==> src/rtl/param_fifo.sv <==
// param_fifo: parametrised single-clock FIFO with occupancy count,
// programmable almost-full / almost-empty flags and overflow / underflow pulses.
//
// Optional build macro: FIFO_FWFT_EN
//   undefined : data_out is registered and updates one edge after an accepted read
//   defined   : first-word-fall-through; data_out shows the head word while
//               ready=1 (0 when empty) and okuma_cs pops it
//
// Ports:
//   clk          in   rising-edge clock
//   rst          in   asynchronous active-low reset
//   okuma_cs     in   read request (pop)
//   yazma_cs     in   write request (push)
//   data_in      in   [WIDTH-1:0] write data
//   data_out     out  [WIDTH-1:0] read data
//   ready        out  FIFO not empty
//   full         out  count == DEPTH
//   almost_full  out  count >= AF_LEVEL
//   almost_empty out  count <= AE_LEVEL
//   count        out  [AW:0] occupancy 0..DEPTH
//   overflow     out  one-cycle pulse after a rejected write
//   underflow    out  one-cycle pulse after a rejected read
//
// Handshake: a request is sampled on every rising edge while its *_cs is high.
// A write is accepted when the FIFO is not full, or when a read is accepted
// on the same edge. A read is accepted when the FIFO is not empty. Requests
// that are not accepted have no effect other than the matching error pulse on
// the following cycle; there is no back-pressure stall, so a rejected request
// is simply lost.

module param_fifo #(
  parameter int WIDTH    = 8,
  parameter int DEPTH    = 16,
  parameter int AF_LEVEL = DEPTH - 2,
  parameter int AE_LEVEL = 2,
  localparam int AW      = $clog2(DEPTH)
) (
  input  logic             clk,
  input  logic             rst,
  input  logic             okuma_cs,
  input  logic             yazma_cs,
  input  logic [WIDTH-1:0] data_in,
  output logic [WIDTH-1:0] data_out,
  output logic             ready,
  output logic             full,
  output logic             almost_full,
  output logic             almost_empty,
  output logic [AW:0]      count,
  output logic             overflow,
  output logic             underflow
);

  localparam int CW = AW + 1;
  localparam logic [AW:0] FULL_CNT = CW'(DEPTH);
  localparam logic [AW:0] AF_CNT   = CW'(AF_LEVEL);
  localparam logic [AW:0] AE_CNT   = CW'(AE_LEVEL);

  logic [WIDTH-1:0] mem [DEPTH];
  logic [AW-1:0]    wr_ptr;
  logic [AW-1:0]    rd_ptr;
  logic             rd_acc;
  logic             wr_acc;

  // Flags are decoded from the registered count only.
  assign ready        = (count != '0);
  assign full         = (count == FULL_CNT);
  assign almost_full  = (count >= AF_CNT);
  assign almost_empty = (count <= AE_CNT);

  // A read frees a slot on the same edge, so a full FIFO can still take a
  // write when it is paired with a read.
  assign rd_acc = okuma_cs && ready;
  assign wr_acc = yazma_cs && (!full || rd_acc);

  // Storage is deliberately left out of reset.
  always_ff @(posedge clk) begin
    if (wr_acc) begin
      mem[wr_ptr] <= data_in;
    end
  end

  always_ff @(posedge clk or negedge rst) begin
    if (!rst) begin
      wr_ptr    <= '0;
      rd_ptr    <= '0;
      count     <= '0;
      overflow  <= 1'b0;
      underflow <= 1'b0;
    end else begin
      if (wr_acc) begin
        wr_ptr <= wr_ptr + 1'b1;
      end
      if (rd_acc) begin
        rd_ptr <= rd_ptr + 1'b1;
      end
      if (wr_acc && !rd_acc) begin
        count <= count + 1'b1;
      end else if (rd_acc && !wr_acc) begin
        count <= count - 1'b1;
      end
      overflow  <= yazma_cs && !wr_acc;
      underflow <= okuma_cs && !rd_acc;
    end
  end

`ifdef FIFO_FWFT_EN
  // Head word is visible as soon as count says it exists.
  assign data_out = ready ? mem[rd_ptr] : '0;
`else
  always_ff @(posedge clk or negedge rst) begin
    if (!rst) begin
      data_out <= '0;
    end else if (rd_acc) begin
      data_out <= mem[rd_ptr];
    end
  end
`endif

endmodule

==> config.mk <==
export PLATFORM = sky130hd
export DESIGN_NAME = param_fifo
export DESIGN_NICKNAME = d
export VERILOG_FILES = /design/src/rtl/param_fifo.sv
export SDC_FILE = /design/constraint.sdc
export NUM_CORES = 1
export LEC_CHECK = 0
export ABC_AREA = 1
export CAP_MARGIN = 5
export CORE_AREA = 2 2 133 135
export DETAILED_ROUTE_END_ITERATION = 8
export DIE_AREA = 0 0 135 137
export PLACE_DENSITY = 0.66
export SYNTH_ARGS = -nofsm -noshare
export SYNTH_HDL_FRONTEND = slang
export SYNTH_SLANG_ARGS = --single-unit
export TNS_END_PERCENT = 30
==> constraint.sdc <==
create_clock -name clk -period 3.4 [get_ports clk]
set_input_delay 0.85 -clock clk [delete_from_list [all_inputs] [get_ports clk]]
set_output_delay 0.85 -clock clk [all_outputs]
set_load 0.1 [all_outputs]
==> impl_metrics.env <==
export IMPL_power_mw=7.09
export IMPL_hold_class="flip-flop to flip-flop"
export IMPL_fin_crit_sh_pct=79.1
export IMPL_cts_path_max_buffers=2
export IMPL_syn_nets=691
export IMPL_grt_pass1_wl_um=22800
export IMPL_track_usage_pct=16.7
export IMPL_start_util_pct=39.4
export IMPL_hpwl_um=9080
export IMPL_cp_max_fo=10
export IMPL_crit_type="input pin to flip-flop"
export IMPL_grt_max_degree=67
export IMPL_die_x_um=135
export IMPL_cts_repair_resized=0
export IMPL_synth_area_mm2=0.00671
export IMPL_antenna_cells=0
export IMPL_die_y_um=137
export IMPL_hold_buffers=0
export IMPL_ys_types=25
export IMPL_clock_sinks=151
export IMPL_placeableCoreArea_mm2=0.0171
export IMPL_clock_latency_ns=0.43
export IMPL_slew_headroom_pct=16.9
export IMPL_port_buffers=30
export IMPL_root_buffer="clkbuf_16"
export IMPL_cts_tree="built"
export IMPL_gp_congestion=0.799
export IMPL_cts_buffers=17
export IMPL_die_area_mm2=0.0185
export IMPL_power_density_mw_per_mm2=910
export IMPL_antenna_found_initial=0
export IMPL_viasPerCell=4.81
export IMPL_postSynthCellCount=669
export IMPL_ant_nets=0
export IMPL_slew_violations=0
export IMPL_wirelength_um=14600
export IMPL_hold_slack_ns=0.481
export IMPL_vias=4552
export IMPL_dp_cells=915
export IMPL_worst_pin_slew_ns=1.25
export IMPL_endpoint_kind="flip-flop"
export IMPL_drv_cap=0
export IMPL_share_comb_of_total_power_pct=40.5
export IMPL_drive_gt1_share_pct=9.99
export IMPL_instances_no_fill=946
export IMPL_power_leakage_nw=3.44
export IMPL_fin_area_mm2=0.00779
export IMPL_rsz0062_at_grt="false"
export IMPL_fin_nets=731
export IMPL_ir_worst_vdd_mv=0.969
export IMPL_place_area_mm2=0.00725
export IMPL_period_minus_slack_ns=2.69
export IMPL_gr_total_overflow=0
export IMPL_power_frac_seq_pct=34.9
export IMPL_final_util_pct=45.7
export IMPL_drc_errors=0
export IMPL_hold_viol_final=0
export IMPL_rows=48
export IMPL_critPathRequiredTime_ns=3.76
export IMPL_cp_start_kind="input pin"
export IMPL_p_int_mw=4.08
export IMPL_synth_edff_count=128
export IMPL_drt_initial_drc_count=388
export IMPL_grt_pass1_vias=4297
export IMPL_cp_data_arrival_time_ns=3.05
export IMPL_first_pass_iters=5
export IMPL_asyncSetResetFlopFracSynth_pct=15.2
export IMPL_power_switching_mw=3.01
export IMPL_syn_area_per_cell_um2=10.0
export IMPL_skew_ns=0.00921
export IMPL_ys_ff_latch=151
export IMPL_finalSetupViolCount=0
export IMPL_power_frac_clock_pct=24.6
export IMPL_ys_seq_area_share_pct=65.8
export IMPL_clkSlewWorstSetupHoldPaths_ns=0.06
export IMPL_outcome="completed"
export IMPL_num_io_pins=31
export IMPL_routedWlPerCell_um=15.4
export IMPL_netSwitchingFraction_pct=42.4
export IMPL_ys_warnings_count=0
export IMPL_synth_top_flop_cell="edfxtp_1"
export IMPL_area_growth_pct=16.1
export IMPL_h_tree_depth=4
export IMPL_postCtsSetupRepairBufs=0
export IMPL_fmax_ghz=0.372
==> registers in the layout, summed over array words and instances (netlist names) <==
| signal | flops |
|---|---|
| data_out | 8 |
| wr_ptr | 4 |
| mem | 128 |
| overflow | 1 |
| underflow | 1 |
| rd_ptr | 4 |
| count | 5 |
==> power by group through the flow <==
stage | sequential [mW] | clock [mW] | combinational (mW)
final | 2.47 | 1.74 | 2.87
after global routing | 2.50 | 1.85 | 3.13
after CTS | 2.47 | 1.77 | 2.88
after detailed placement | 2.51 | 0 | 2.86
after global placement | 2.50 | 0 | 2.85
after floorplan | 3.02 | 0 | 1.63
==> layout make-up <==
class	instances	area (µm²)
clock buffers	18	429
clock inverters	13	114
fillers	1587	9270
inverters	115	432
multi-input cells	376	1720
flip-flops and latches	151	4420
well taps	225	282
repair buffers	48	388
==> per-layer routing <==
layer  up-vias  GRT usage (%)  wire [µm]
met3        19           4.63        852
met1      2180           22.0       6490
met5         -              0          0
li1       2222              -          -
met4         0           5.32        261
met2       131           27.0       6940
==> kinds of logic after synthesis <==
| family | count (synthesis) | synth area share (%) |
|---|---|---|
| flops | 151 | 65.8 |
| fa+ha+maj | 10 | 1.98 |
| xor+xnor | 8 | 1.04 |
| simple gates | 347 | 21.4 |
| compound gates | 11 | 0.932 |
| buf+inv | 142 | 8.78 |
==> through the flow <==
| stage | setup WS, ns | TNS, ns |
|---|---|---|
| 2_1_floorplan | -0.351 | -0.634 |
| 3_3_place_gp | 0.361 | 0 |
| 3_5_place_dp | 0.301 | 0 |
| 4_1_cts | 0.742 | 0 |
| 5_1_grt | 0.499 | 0 |
| 6_report | 0.710 | 0 |
==> critical path, stage by stage <==
cell and delay (ns):
clkdlybuf4s50_1 0.47, inv_1 0.06, nand2_1 0.11, nand2_2 0.08, inv_2 0.15, ha_1 0.21
inv_1 0.10, fa_1 0.41, a21oi_1 0.18, nor2_1 0.06, nor2_1 0.11, xor2_1 0.15
nand2_1 0.06, nand2_1 0.05
==> layout by cell type (no fill, tap or decap), drive strengths merged <==
cell           count
clkbuf            18
buf               37
nand3            101
fa                 1
ha                 9
inv              113
edfxtp           128
a21boi             1
a31oi              1
clkdlybuf4s50     11
bufinv             2
a2111oi            1
a21oi              2
xnor2              1
o21ai              6
xor2               7
nand2            221
nand4              1
clkinvlp           2
dfrtp             23
clkinv            11
nor2              24
==> synth_stat cells (all sizes together) (2+ instances only) <==
cell type  instances  share of area [%]
a21oi              2               0.15
nand2            221                 12
ha                 9                1.7
edfxtp           128                 57
xor2               7               0.91
clkinv             2               0.11
dfrtp             23                8.6
o21ai              6               0.45
buf               26                2.3
nor2              24                1.4
inv              113                6.3
nand3            101                7.5
==> final timing paths <==
| path | from | to | slack [ns] | depth (start not counted) |
|---|---|---|---|---|
| setup / recovery | okuma_cs | count[4] | 0.71 | 14 |
| hold / removal | data_out[0] | data_out[0] | 0.48 | 2 |
| setup reg to reg | count[0] | count[4] | 0.87 | 15 |
| hold reg to reg | data_out[0] | data_out[0] | 0.48 | 2 |
| max in group asynchronous | rst | rd_ptr[0] | 2.38 | 2 |
| min in group asynchronous | rst | rd_ptr[1] | 0.77 | 2 |
(Power assumes the default switching activity.)
